## src/rtl/mem_arbiter_pkg.sv

```systemverilog
// Shared definitions for the two-requester memory arbiter.
package mem_arbiter_pkg;

    // Requester indices used for grant vectors and muxing.
    localparam logic REQ_CPU = 1'b0;
    localparam logic REQ_AUX = 1'b1;

    // Default bound on consecutive locked grants while the other side waits.
    localparam int MAX_LOCK_DEF = 4;

    // Width of a counter that must hold values 0..max_lock inclusive.
    function automatic int lock_cnt_w(input int max_lock);
        return (max_lock < 1) ? 1 : $clog2(max_lock + 1);
    endfunction

endpackage

```

## src/rtl/mem_arbiter_if.sv

```systemverilog
// Bundles both requester ports and the memory-side bus of the arbiter.
interface mem_arbiter_if #(
    parameter int ADDR_WIDTH = 6,
    parameter int DATA_WIDTH = 16
);
    // Requester 0 (cpu)
    logic                  req0;
    logic                  we0;
    logic                  lock0;
    logic [ADDR_WIDTH-1:0] addr0;
    logic [DATA_WIDTH-1:0] wdata0;
    logic                  gnt0;
    logic                  rvalid0;
    logic [DATA_WIDTH-1:0] rdata0;

    // Requester 1 (aux master)
    logic                  req1;
    logic                  we1;
    logic                  lock1;
    logic [ADDR_WIDTH-1:0] addr1;
    logic [DATA_WIDTH-1:0] wdata1;
    logic                  gnt1;
    logic                  rvalid1;
    logic [DATA_WIDTH-1:0] rdata1;

    // Memory side
    logic                  mem_we;
    logic [ADDR_WIDTH-1:0] mem_addr;
    logic [DATA_WIDTH-1:0] mem_data;
    logic [DATA_WIDTH-1:0] mem_in;

    // Arbiter view.
    modport slave (
        input  req0, we0, lock0, addr0, wdata0,
        input  req1, we1, lock1, addr1, wdata1,
        input  mem_in,
        output gnt0, rvalid0, rdata0,
        output gnt1, rvalid1, rdata1,
        output mem_we, mem_addr, mem_data
    );

    // Requester/memory environment view.
    modport master (
        output req0, we0, lock0, addr0, wdata0,
        output req1, we1, lock1, addr1, wdata1,
        output mem_in,
        input  gnt0, rvalid0, rdata0,
        input  gnt1, rvalid1, rdata1,
        input  mem_we, mem_addr, mem_data
    );

endinterface

```

## src/rtl/mem_arbiter_rr_pick2.sv

```systemverilog
// Two-way round-robin selector with a lock override; purely combinational.
module rr_pick2
    import mem_arbiter_pkg::*;
(
    input  logic [1:0] req,
    input  logic       last_gnt,
    input  logic       lock_en,
    input  logic       lock_owner,
    output logic [1:0] gnt
);

    // One-hot grant: single request wins outright, a tie goes to the lock
    // owner while the lock is valid, otherwise to the side not served last.
    always_comb begin
        gnt = 2'b00;
        case (req)
            2'b01: gnt[REQ_CPU] = 1'b1;
            2'b10: gnt[REQ_AUX] = 1'b1;
            2'b11: begin
                if (lock_en) begin
                    gnt[lock_owner] = 1'b1;
                end else begin
                    gnt[~last_gnt] = 1'b1;
                end
            end
            default: gnt = 2'b00;
        endcase
    end

endmodule

```

## src/rtl/mem_arbiter.sv

```systemverilog
// Shares one synchronous single-port memory between the cpu and an aux
// master: same-cycle grants, round-robin fairness, bounded ownership lock,
// and a one-cycle read-return strobe per requester.
module mem_arbiter
    import mem_arbiter_pkg::*;
#(
    parameter int ADDR_WIDTH = 6,
    parameter int DATA_WIDTH = 16,
    parameter int MAX_LOCK   = MAX_LOCK_DEF
) (
    input  logic         clk,
    input  logic         rst_n,
    mem_arbiter_if.slave bus
);

    localparam int              LOCK_W   = lock_cnt_w(MAX_LOCK);
    localparam logic [LOCK_W-1:0] LOCK_MAX = LOCK_W'(MAX_LOCK);

    logic              last_gnt_q, last_gnt_d;
    logic              owner_q, owner_d;
    logic              owner_locked_q, owner_locked_d;
    logic [LOCK_W-1:0] lock_cnt_q, lock_cnt_d;
    logic              rd_pend0_q, rd_pend0_d;
    logic              rd_pend1_q, rd_pend1_d;

    logic [1:0]            req_v;
    logic [1:0]            gnt;
    logic                  lock_en;
    logic                  mem_we_c;
    logic [ADDR_WIDTH-1:0] mem_addr_c;
    logic [DATA_WIDTH-1:0] mem_data_c;

    // Requests are masked while reset is asserted so grants drop at once;
    // the lock only overrides round-robin until its budget is spent.
    always_comb begin
        req_v   = {bus.req1 & rst_n, bus.req0 & rst_n};
        lock_en = owner_locked_q && (lock_cnt_q < LOCK_MAX);
    end

    rr_pick2 u_pick (
        .req        (req_v),
        .last_gnt   (last_gnt_q),
        .lock_en    (lock_en),
        .lock_owner (owner_q),
        .gnt        (gnt)
    );

    // Drive the memory from the granted requester; zeros when idle.
    always_comb begin
        mem_we_c   = 1'b0;
        mem_addr_c = '0;
        mem_data_c = '0;
        if (gnt[REQ_CPU]) begin
            mem_we_c   = bus.we0;
            mem_addr_c = bus.addr0;
            mem_data_c = bus.wdata0;
        end else if (gnt[REQ_AUX]) begin
            mem_we_c   = bus.we1;
            mem_addr_c = bus.addr1;
            mem_data_c = bus.wdata1;
        end
    end

    assign bus.gnt0     = gnt[REQ_CPU];
    assign bus.gnt1     = gnt[REQ_AUX];
    assign bus.mem_we   = mem_we_c;
    assign bus.mem_addr = mem_addr_c;
    assign bus.mem_data = mem_data_c;

    // Memory read data is valid the cycle after the address, so the return
    // strobe is just the registered "read granted" flag.
    assign bus.rvalid0 = rd_pend0_q;
    assign bus.rvalid1 = rd_pend1_q;
    assign bus.rdata0  = bus.mem_in;
    assign bus.rdata1  = bus.mem_in;

    // Next-state for fairness, lock bookkeeping and pending reads.
    always_comb begin
        logic              g_idx;
        logic              lock_g;
        logic              other_req;
        logic [LOCK_W-1:0] cnt_base;

        last_gnt_d     = last_gnt_q;
        owner_d        = owner_q;
        owner_locked_d = owner_locked_q;
        lock_cnt_d     = lock_cnt_q;
        rd_pend0_d     = 1'b0;
        rd_pend1_d     = 1'b0;
        g_idx          = gnt[REQ_AUX];
        lock_g         = g_idx ? bus.lock1 : bus.lock0;
        other_req      = g_idx ? req_v[REQ_CPU] : req_v[REQ_AUX];
        cnt_base       = '0;

        if (gnt != 2'b00) begin
            last_gnt_d = g_idx;
            rd_pend0_d = gnt[REQ_CPU] & ~bus.we0;
            rd_pend1_d = gnt[REQ_AUX] & ~bus.we1;
            if (lock_g) begin
                // A new owner starts its own budget; the current owner keeps
                // counting only the cycles where the other side was waiting.
                cnt_base       = (owner_locked_q && (owner_q == g_idx)) ? lock_cnt_q : '0;
                owner_d        = g_idx;
                owner_locked_d = 1'b1;
                if (other_req && (cnt_base != LOCK_MAX)) begin
                    lock_cnt_d = cnt_base + 1'b1;
                end else begin
                    lock_cnt_d = cnt_base;
                end
            end else begin
                owner_locked_d = 1'b0;
                lock_cnt_d     = '0;
            end
        end else begin
            owner_locked_d = 1'b0;
            lock_cnt_d     = '0;
        end
    end

    // State registers; last_gnt resets to 1 so the cpu wins the first tie.
    always_ff @(posedge clk or negedge rst_n) begin
        if (!rst_n) begin
            last_gnt_q     <= 1'b1;
            owner_q        <= 1'b0;
            owner_locked_q <= 1'b0;
            lock_cnt_q     <= '0;
            rd_pend0_q     <= 1'b0;
            rd_pend1_q     <= 1'b0;
        end else begin
            last_gnt_q     <= last_gnt_d;
            owner_q        <= owner_d;
            owner_locked_q <= owner_locked_d;
            lock_cnt_q     <= lock_cnt_d;
            rd_pend0_q     <= rd_pend0_d;
            rd_pend1_q     <= rd_pend1_d;
        end
    end

endmodule

```

## src/flat_wrapper.sv

```systemverilog
// flat-port wrapper written by rule: the top's interface ports become plain ports
module mem_arbiter_flat import mem_arbiter_pkg::*;
#(
    parameter int ADDR_WIDTH = 6,
    parameter int DATA_WIDTH = 16,
    parameter int MAX_LOCK   = MAX_LOCK_DEF
)
  (clk, rst_n, bus_req0, bus_we0, bus_lock0, bus_addr0, bus_wdata0, bus_req1, bus_we1, bus_lock1, bus_addr1, bus_wdata1, bus_mem_in, bus_gnt0, bus_rvalid0, bus_rdata0, bus_gnt1, bus_rvalid1, bus_rdata1, bus_mem_we, bus_mem_addr, bus_mem_data);
  mem_arbiter_if #(.ADDR_WIDTH(ADDR_WIDTH), .DATA_WIDTH(DATA_WIDTH)) bus_i ();
  input  logic clk;
  input  logic rst_n;
  input wire logic [$bits(bus_i.req0)-1:0] bus_req0;
  input wire logic [$bits(bus_i.we0)-1:0] bus_we0;
  input wire logic [$bits(bus_i.lock0)-1:0] bus_lock0;
  input wire logic [$bits(bus_i.addr0)-1:0] bus_addr0;
  input wire logic [$bits(bus_i.wdata0)-1:0] bus_wdata0;
  input wire logic [$bits(bus_i.req1)-1:0] bus_req1;
  input wire logic [$bits(bus_i.we1)-1:0] bus_we1;
  input wire logic [$bits(bus_i.lock1)-1:0] bus_lock1;
  input wire logic [$bits(bus_i.addr1)-1:0] bus_addr1;
  input wire logic [$bits(bus_i.wdata1)-1:0] bus_wdata1;
  input wire logic [$bits(bus_i.mem_in)-1:0] bus_mem_in;
  output wire logic [$bits(bus_i.gnt0)-1:0] bus_gnt0;
  output wire logic [$bits(bus_i.rvalid0)-1:0] bus_rvalid0;
  output wire logic [$bits(bus_i.rdata0)-1:0] bus_rdata0;
  output wire logic [$bits(bus_i.gnt1)-1:0] bus_gnt1;
  output wire logic [$bits(bus_i.rvalid1)-1:0] bus_rvalid1;
  output wire logic [$bits(bus_i.rdata1)-1:0] bus_rdata1;
  output wire logic [$bits(bus_i.mem_we)-1:0] bus_mem_we;
  output wire logic [$bits(bus_i.mem_addr)-1:0] bus_mem_addr;
  output wire logic [$bits(bus_i.mem_data)-1:0] bus_mem_data;
  assign bus_i.req0 = bus_req0;
  assign bus_i.we0 = bus_we0;
  assign bus_i.lock0 = bus_lock0;
  assign bus_i.addr0 = bus_addr0;
  assign bus_i.wdata0 = bus_wdata0;
  assign bus_i.req1 = bus_req1;
  assign bus_i.we1 = bus_we1;
  assign bus_i.lock1 = bus_lock1;
  assign bus_i.addr1 = bus_addr1;
  assign bus_i.wdata1 = bus_wdata1;
  assign bus_i.mem_in = bus_mem_in;
  assign bus_gnt0 = bus_i.gnt0;
  assign bus_rvalid0 = bus_i.rvalid0;
  assign bus_rdata0 = bus_i.rdata0;
  assign bus_gnt1 = bus_i.gnt1;
  assign bus_rvalid1 = bus_i.rvalid1;
  assign bus_rdata1 = bus_i.rdata1;
  assign bus_mem_we = bus_i.mem_we;
  assign bus_mem_addr = bus_i.mem_addr;
  assign bus_mem_data = bus_i.mem_data;
  mem_arbiter #(.ADDR_WIDTH(ADDR_WIDTH), .DATA_WIDTH(DATA_WIDTH), .MAX_LOCK(MAX_LOCK)) u_core (.clk(clk), .rst_n(rst_n), .bus(bus_i));
endmodule
```

## config.mk

```make
export PLATFORM = sky130hd
export DESIGN_NAME = mem_arbiter_flat
export DESIGN_NICKNAME = d
export VERILOG_FILES = /design/src/rtl/mem_arbiter_pkg.sv /design/src/rtl/mem_arbiter_if.sv /design/src/rtl/mem_arbiter_rr_pick2.sv /design/src/rtl/mem_arbiter.sv /design/src/flat_wrapper.sv
export SDC_FILE = /design/constraint.sdc
export NUM_CORES = 1
export LEC_CHECK = 0
export ABC_AREA = 1
export CAP_MARGIN = 20
export CELL_PAD_IN_SITES_DETAIL_PLACEMENT = 0
export CELL_PAD_IN_SITES_GLOBAL_PLACEMENT = 2
export CORE_MARGIN = 2
export CORE_UTILIZATION = 10
export CTS_CLUSTER_DIAMETER = 50
export CTS_CLUSTER_SIZE = 10
export DETAILED_ROUTE_END_ITERATION = 10
export PLACE_DENSITY = 0.85
export SLEW_MARGIN = 0
export SYNTH_ARGS = -nofsm -noshare
export SYNTH_HDL_FRONTEND = slang
export SYNTH_SLANG_ARGS = --single-unit
```

## constraint.sdc

```tcl
create_clock -name clk -period 1.9 [get_ports clk]
set_clock_uncertainty 0.1 [all_clocks]
set_input_delay 0.38 -clock clk [delete_from_list [all_inputs] [get_ports clk]]
set_output_delay 0.38 -clock clk [all_outputs]
set_load 0.03 [all_outputs]
```

==> impl_metrics.json, run 1 <==
{
  "status": "finished with violations",
  "violations": "negative setup slack",
  "start_util_pct": 10.2,
  "p_leak_nw": 0.904,
  "postLayoutCoreUtil_pct": 21.6,
  "synthFlopType": "dfrtp_1",
  "cts_tree": "yes",
  "ys_async_sr_fraction_pct": 100,
  "rsz0062_at_grt": "yes",
  "yosysTopAreaCell": "buf_4",
  "critical_path.cell_chain": "nand2_2 -> nand2_2 -> nand3_4 -> o21ai_4 -> buf_12 -> buf_16 -> a22o_2 -> buf_6",
  "hold_class": "primary input to async pin",
  "clk_pin_slew_worst_paths_ps": 50,
  "io_buffers": 78,
  "antenna_left": 0,
  "sequentialPowerShare_pct": 18.8,
  "min_period_ps": 2110,
  "globalplace.congestion": 0.700,
  "postPlaceCellArea_um2": 1760,
  "antennaDiodeCount": 0,
  "synth_common_cells": "34 x buf_4, 23 x a22o_1, 15 x nand2_1",
  "synthCells": 129,
  "timing.final.crit_share_pct": 111,
  "multiInputGateArea_um2": 527,
  "regArea_um2": 201,
  "die-width_um": 104,
  "clock_sinks": 8,
  "worstPathArrival_ps": 1630,
  "internal_power_mw": 0.681,
  "coreArea_um2": 9680,
  "syn_nets": 199,
  "die_y_um": 104,
  "grt_pass1_vias": 1218,
  "synthDistinctLibCells": 20,
  "critPathKind": "register to output port",
  "ys_seq_area_share_pct": 20.3,
  "num-fill-cells": 1071,
  "start_kind": "register",
  "maxSlewHeadroom_pct": 76.2,
  "yosys_register_bits": 8,
  "switchingPower_mw": 0.379,
  "critPathCaptureType": "output port",
  "syn_to_final_growth_pct": 111,
  "yosys_warnings": 0,
  "worst_slew_pin_slew_ps": 356,
  "final_layout_size_suffix_gt1_share_pct": 43.1,
  "htree_levels": 1,
  "io-pin-count": 127,
  "num-nets-final": 275,
  "drtIter0Drc": 13,
  "hold_viol_final": 0,
  "antenna_found_initial": 0,
  "drc": 0,
  "p_per_area_nw_per_um2": 506,
  "num_vias": 1119,
  "wl_um": 3590,
  "combPwrFrac_pct": 60.8,
  "p_clk_share_pct": 20.4,
  "dr.pass1.iters": 4,
  "worst_ep_required_time_ps": 1420,
  "synth_top_area_share_pct": 25.7,
  "path_delay_family": "flip-flops",
  "ir_drop_v": 0.000158,
  "grt_max_degree": 26,
  "yosysMostFrequentCell": "buf_4",
  "cts.path.max_buffers": 2,
  "cts_made_buffers": 3,
  "slew_viol_final": 0,
  "dp_slack_ps": -555,
  "wl_per_cell_um": 10.6,
  "yosys-top-cells-area": "buf_4 26%, a22o_1 20%, dfrtp_1 18%",
  "grt_overflow": 0,
  "p_sw_share_pct": 35.8,
  "cts_hold_buf": 0,
  "path_buf_inv": 3,
  "die_area_um2": 10700,
  "track_usage_pct": 6.64,
  "crit_path_max_fanout": 9,
  "drv_cap": 0,
  "clock-root-buffer": "clkbuf_8",
  "grt_pass1_wl_um": 5940,
  "worst_slack_ps": -208,
  "synth_edf_count": 0,
  "clk_latency_ps": 230,
  "dp_hpwl_um": 2620,
  "slowest_stage": "dfrtp_1",
  "crit_top_cell": "nand2_2",
  "fmax_mhz": 474,
  "drt-vias-per-instance": 3.32,
  "setup_viol": 27,
  "postSynthAreaPerCell_um2": 7.69,
  "hold-worst-slack_ps": 103,
  "finalInstanceArea_um2": 2090,
  "cpPeakStageDelay_ps": 410,
  "placementRows": 36,
  "syn_area_um2": 992
}
==> timing repair <==
action,CTS,global route
gates cloned,2,0
gates resized for setup,48,4
setup buffers,9,3
hold endpoints to repair,0,0
endpoints found under the setup margin,29,28
pin swaps,14,9
==> metrics by stage <==
| step | power (mW) | TNS [ps] | instances |
|---|---|---|---|
| after floorplan | 0.582 | -31.5 | 129 |
| after CTS | 1.07 | -4290 | 336 |
| final | 1.06 | -4330 | 337 |
| after global routing | 1.11 | -6440 | 337 |
| after detailed placement | 0.716 | -15270 | 321 |
| after global placement | 0.713 | -14770 | 321 |
==> worst paths after layout <==
path	start	to	slack, ps	depth (start not counted)
max in group asynchronous	rst_n	u_core.last_gnt_q	1380	2
min in group clk	u_core.last_gnt_q	u_core.last_gnt_q	600	4
setup / recovery	u_core.owner_locked_q	bus_mem_data[6]	-210	8
setup reg to reg	u_core.last_gnt_q	u_core.lock_cnt_q[2]	-70	14
hold / removal	rst_n	u_core.lock_cnt_q[1]	100	2
hold reg to reg	u_core.last_gnt_q	u_core.last_gnt_q	600	4
==> cell families after synthesis <==
| logic type | after synthesis | share of synthesized area [%] |
|---|---|---|
| buf+inv | 52 | 32.8 |
| simple gates | 40 | 21.7 |
| compound gates | 27 | 22.7 |
| flops | 8 | 20.3 |
| fa+ha+maj | 2 | 2.52 |
==> flip-flops by register name (all words and copies together), names as in the netlist <==
name	flops
u_core.last_gnt_q	1
u_core.bus.rvalid1	1
u_core.owner_locked_q	1
u_core.owner_q	1
u_core.bus.rvalid0	1
u_core.lock_cnt_q	3
==> layout by cell type, fill, tap and decap left out <==
master / n
buf_6: 26
buf_8: 1
inv_2: 4
nand4_1: 2
nor2_1: 4
dfstp_2: 1
buf_16: 1
a22o_4: 1
clkbuf_1: 1
nor2_4: 3
o21ai_4: 1
inv_8: 1
a22o_1: 16
buf_12: 2
clkdlybuf4s50_1: 50
a22o_2: 6
nand3_4: 2
dlygate4sd2_1: 2
nand2_1: 11
a21oi_1: 1
clkdlybuf4s15_2: 1
nand2_2: 6
ha_2: 1
nand3b_1: 1
nand3_2: 2
buf_4: 24
o21ai_0: 2
nor2_2: 2
inv_1: 11
nand3_1: 7
clkbuf_8: 3
dfrtp_1: 7
ha_1: 1
==> power by group through the flow <==
stage / Sequential (mW) / Clock, mW / Combinational, mW
2_1_floorplan: 0.203 / 0 / 0.379
3_3_place_gp: 0.200 / 0 / 0.513
3_5_place_dp: 0.200 / 0 / 0.515
4_1_cts: 0.199 / 0.226 / 0.649
5_1_grt: 0.201 / 0.231 / 0.683
6_report: 0.199 / 0.216 / 0.645
==> final cells by class <==
class	count	share of cell area (%)
clock buffer	4	2.15
inverter	16	3.23
multi-input combinational	69	25.2
sequential	8	9.63
tap	133	7.95
timing repair buffer	107	51.9
==> layer usage <==
layer | share of wire (%) | global-route usage [%] | vias up
met5 | 0 | 0 | -
met4 | 1.3 | 2.90 | 0
met3 | 5.3 | 1.20 | 6
met2 | 56 | 13.0 | 27
met1 | 37 | 6.85 | 531
li1 | - | - | 555
No activity file was read; power rests on OpenSTA's default activity.
==> run 2: changes to the inputs <==
--- a/config.mk
+++ b/config.mk
@@ -10,11 +10,11 @@
 export CELL_PAD_IN_SITES_DETAIL_PLACEMENT = 0
 export CELL_PAD_IN_SITES_GLOBAL_PLACEMENT = 2
 export CORE_MARGIN = 2
-export CORE_UTILIZATION = 10
+export CORE_UTILIZATION = 11
 export CTS_CLUSTER_DIAMETER = 50
 export CTS_CLUSTER_SIZE = 10
 export DETAILED_ROUTE_END_ITERATION = 10
-export PLACE_DENSITY = 0.85
+export PLACE_DENSITY = 0.88
 export SLEW_MARGIN = 0
 export SYNTH_ARGS = -nofsm -noshare
 export SYNTH_HDL_FRONTEND = slang
==> constraint.sdc (replaced) <==
create_clock -name clk -period 2 [get_ports clk]
set_clock_uncertainty 0.1 [all_clocks]
set_input_delay 0.4 -clock clk [delete_from_list [all_inputs] [get_ports clk]]
set_output_delay 0.4 -clock clk [all_outputs]
set_load 0.03 [all_outputs]
==> impl_metrics.json, run 2 (synthesis gave the netlist of run 1 again) <==
{
  "num-nets-final": 275,
  "p_sw_share_pct": 35.9,
  "top_register": "u_core.lock_cnt_q",
  "dp_cells": 295,
  "antenna_found_initial": 0,
  "io-pin-count": 127,
  "critical_path.cell_chain": "inv_2 -> nand3_2 -> nand3_4 -> o21ai_4 -> buf_12 -> buf_12 -> a22o_1 -> buf_6",
  "clock_sinks": 8,
  "coreArea_um2": 8720,
  "drc": 0,
  "largest_register_ffs": 3,
  "mostFrequentLayoutCell": "clkdlybuf4s50_1",
  "rsz0062_at_grt": "yes",
  "dp_hpwl_um": 2790,
  "sequentialPowerShare_pct": 18.6,
  "grt_pass1_vias": 1249,
  "drt-vias-per-instance": 3.50,
  "cts.path.max_buffers": 2,
  "grt_max_degree": 20,
  "crit_top_cell": "buf_12",
  "p_clk_share_pct": 20.4,
  "cts_hold_buf": 0,
  "finalInstanceArea_um2": 2080,
  "clk_pin_slew_worst_paths_ps": 50,
  "globalplace.congestion": 0.802,
  "m1WireLength_um": 1440,
  "worstPathArrival_ps": 1640,
  "drv_cap": 0,
  "slew_viol_final": 0,
  "path_delay_family": "buffers and inverters",
  "drtIter0Drc": 34,
  "die-width_um": 99.0,
  "internal_power_mw": 0.653,
  "violations": "negative setup slack",
  "switchingPower_mw": 0.366,
  "min_period_ps": 2140,
  "placementRows": 34,
  "start_kind": "register",
  "worst_ep_required_time_ps": 1500,
  "ir_drop_v": 0.000130,
  "num_vias": 1091,
  "syn_to_final_growth_pct": 109,
  "status": "finished with violations",
  "maxSlewHeadroom_pct": 78.0,
  "dr.pass1.iters": 4,
  "slowest_stage": "dfrtp_1",
  "fmax_mhz": 467,
  "die_area_um2": 9800,
  "mostFrequentLayoutCells": "50 x clkdlybuf4s50_1, 26 x buf_6, 23 x a22o_1",
  "crit_path_max_fanout": 5,
  "timing.final.crit_share_pct": 107,
  "postLayoutCoreUtil_pct": 23.8,
  "hold_class": "primary input to async pin",
  "grt_pass1_wl_um": 6070,
  "top_layer": "met4",
  "hold-worst-slack_ps": 150,
  "clk_latency_ps": 230,
  "critPathKind": "register to output port",
  "wl_um": 3730,
  "grt_overflow": 0,
  "wl_per_cell_um": 12.0,
  "hold_viol_final": 0,
  "fin_cells": 312,
  "critPathCaptureType": "output port",
  "io_buffers": 78,
  "antenna_left": 0,
  "setup_viol": 26,
  "die_y_um": 99.0,
  "antennaDiodeCount": 0,
  "cpPeakStageDelay_ps": 380,
  "worst_slack_ps": -142,
  "cts_tree": "yes",
  "track_usage_pct": 7.74,
  "clock-root-buffer": "clkbuf_8",
  "worst_slew_pin_slew_ps": 329,
  "p_leak_nw": 0.910,
  "path_buf_inv": 4,
  "start_util_pct": 11.4,
  "cts_made_buffers": 3,
  "p_per_area_nw_per_um2": 490,
  "wl_met3_um": 260,
  "htree_levels": 1,
  "wl_met2_um": 1970,
  "combPwrFrac_pct": 61.0,
  "postPlaceCellArea_um2": 1730,
  "final_layout_size_suffix_gt1_share_pct": 39.7,
  "dp_slack_ps": -439
}
run 2: cell counts in the layout (fill, tap and decap cells not counted):
No cell type changed its count.
run 2: through the flow:
stage               total power, mW  setup TNS [ps]
floorplan                     0.550               0
global placement              0.677          -11420
detailed placement            0.683          -11760
CTS                            1.02           -3360
global route                   1.08           -5400
finish                         1.02           -2940
run 2: power by group through the flow:
stage	clock network, mW	logic, mW	registers, mW
6_report	0.207	0.622	0.190
3_5_place_dp	0	0.492	0.191
5_1_grt	0.224	0.662	0.191
4_1_cts	0.214	0.621	0.189
2_1_floorplan	0	0.357	0.193
3_3_place_gp	0	0.487	0.190
run 2: per-layer routing:
layer	up-vias	track usage, %
li1	554	-
met1	490	8.62
met2	41	14.6
met3	6	1.06
met4	0	3.16
met5	-	0
run 2: area by class of cell:
| cell class | instances | area [um2] |
|---|---|---|
| inverters | 16 | 60.1 |
| fillers | 929 | 6640 |
| clock buffers | 4 | 45.0 |
| multi-input cells | 69 | 520 |
| flip-flops and latches | 8 | 201 |
| repair buffers | 107 | 1120 |
| well taps | 108 | 135 |
run 2: final timing paths:
check / depth (start not counted) / to / startpoint / slack (ps)
min in group clk: 3 / u_core.last_gnt_q / u_core.last_gnt_q / 530
worst min register to register: 3 / u_core.last_gnt_q / u_core.last_gnt_q / 530
max in group asynchronous: 2 / u_core.last_gnt_q / rst_n / 1430
worst max-delay path: 8 / bus_mem_addr[2] / u_core.lock_cnt_q[2] / -140
worst min-delay path: 2 / u_core.lock_cnt_q[1] / rst_n / 150
worst max register to register: 14 / u_core.lock_cnt_q[2] / u_core.last_gnt_q / -40
run 2: repair_timing:
| action | CTS | global route |
|---|---|---|
| pin swaps | 13 | 6 |
| endpoints found under the hold margin | 0 | 0 |
| gates cloned | 2 | 0 |
| endpoints found under the setup margin | 28 | 28 |
| resized for setup | 45 | 4 |
| buffers inserted | 12 | 0 |
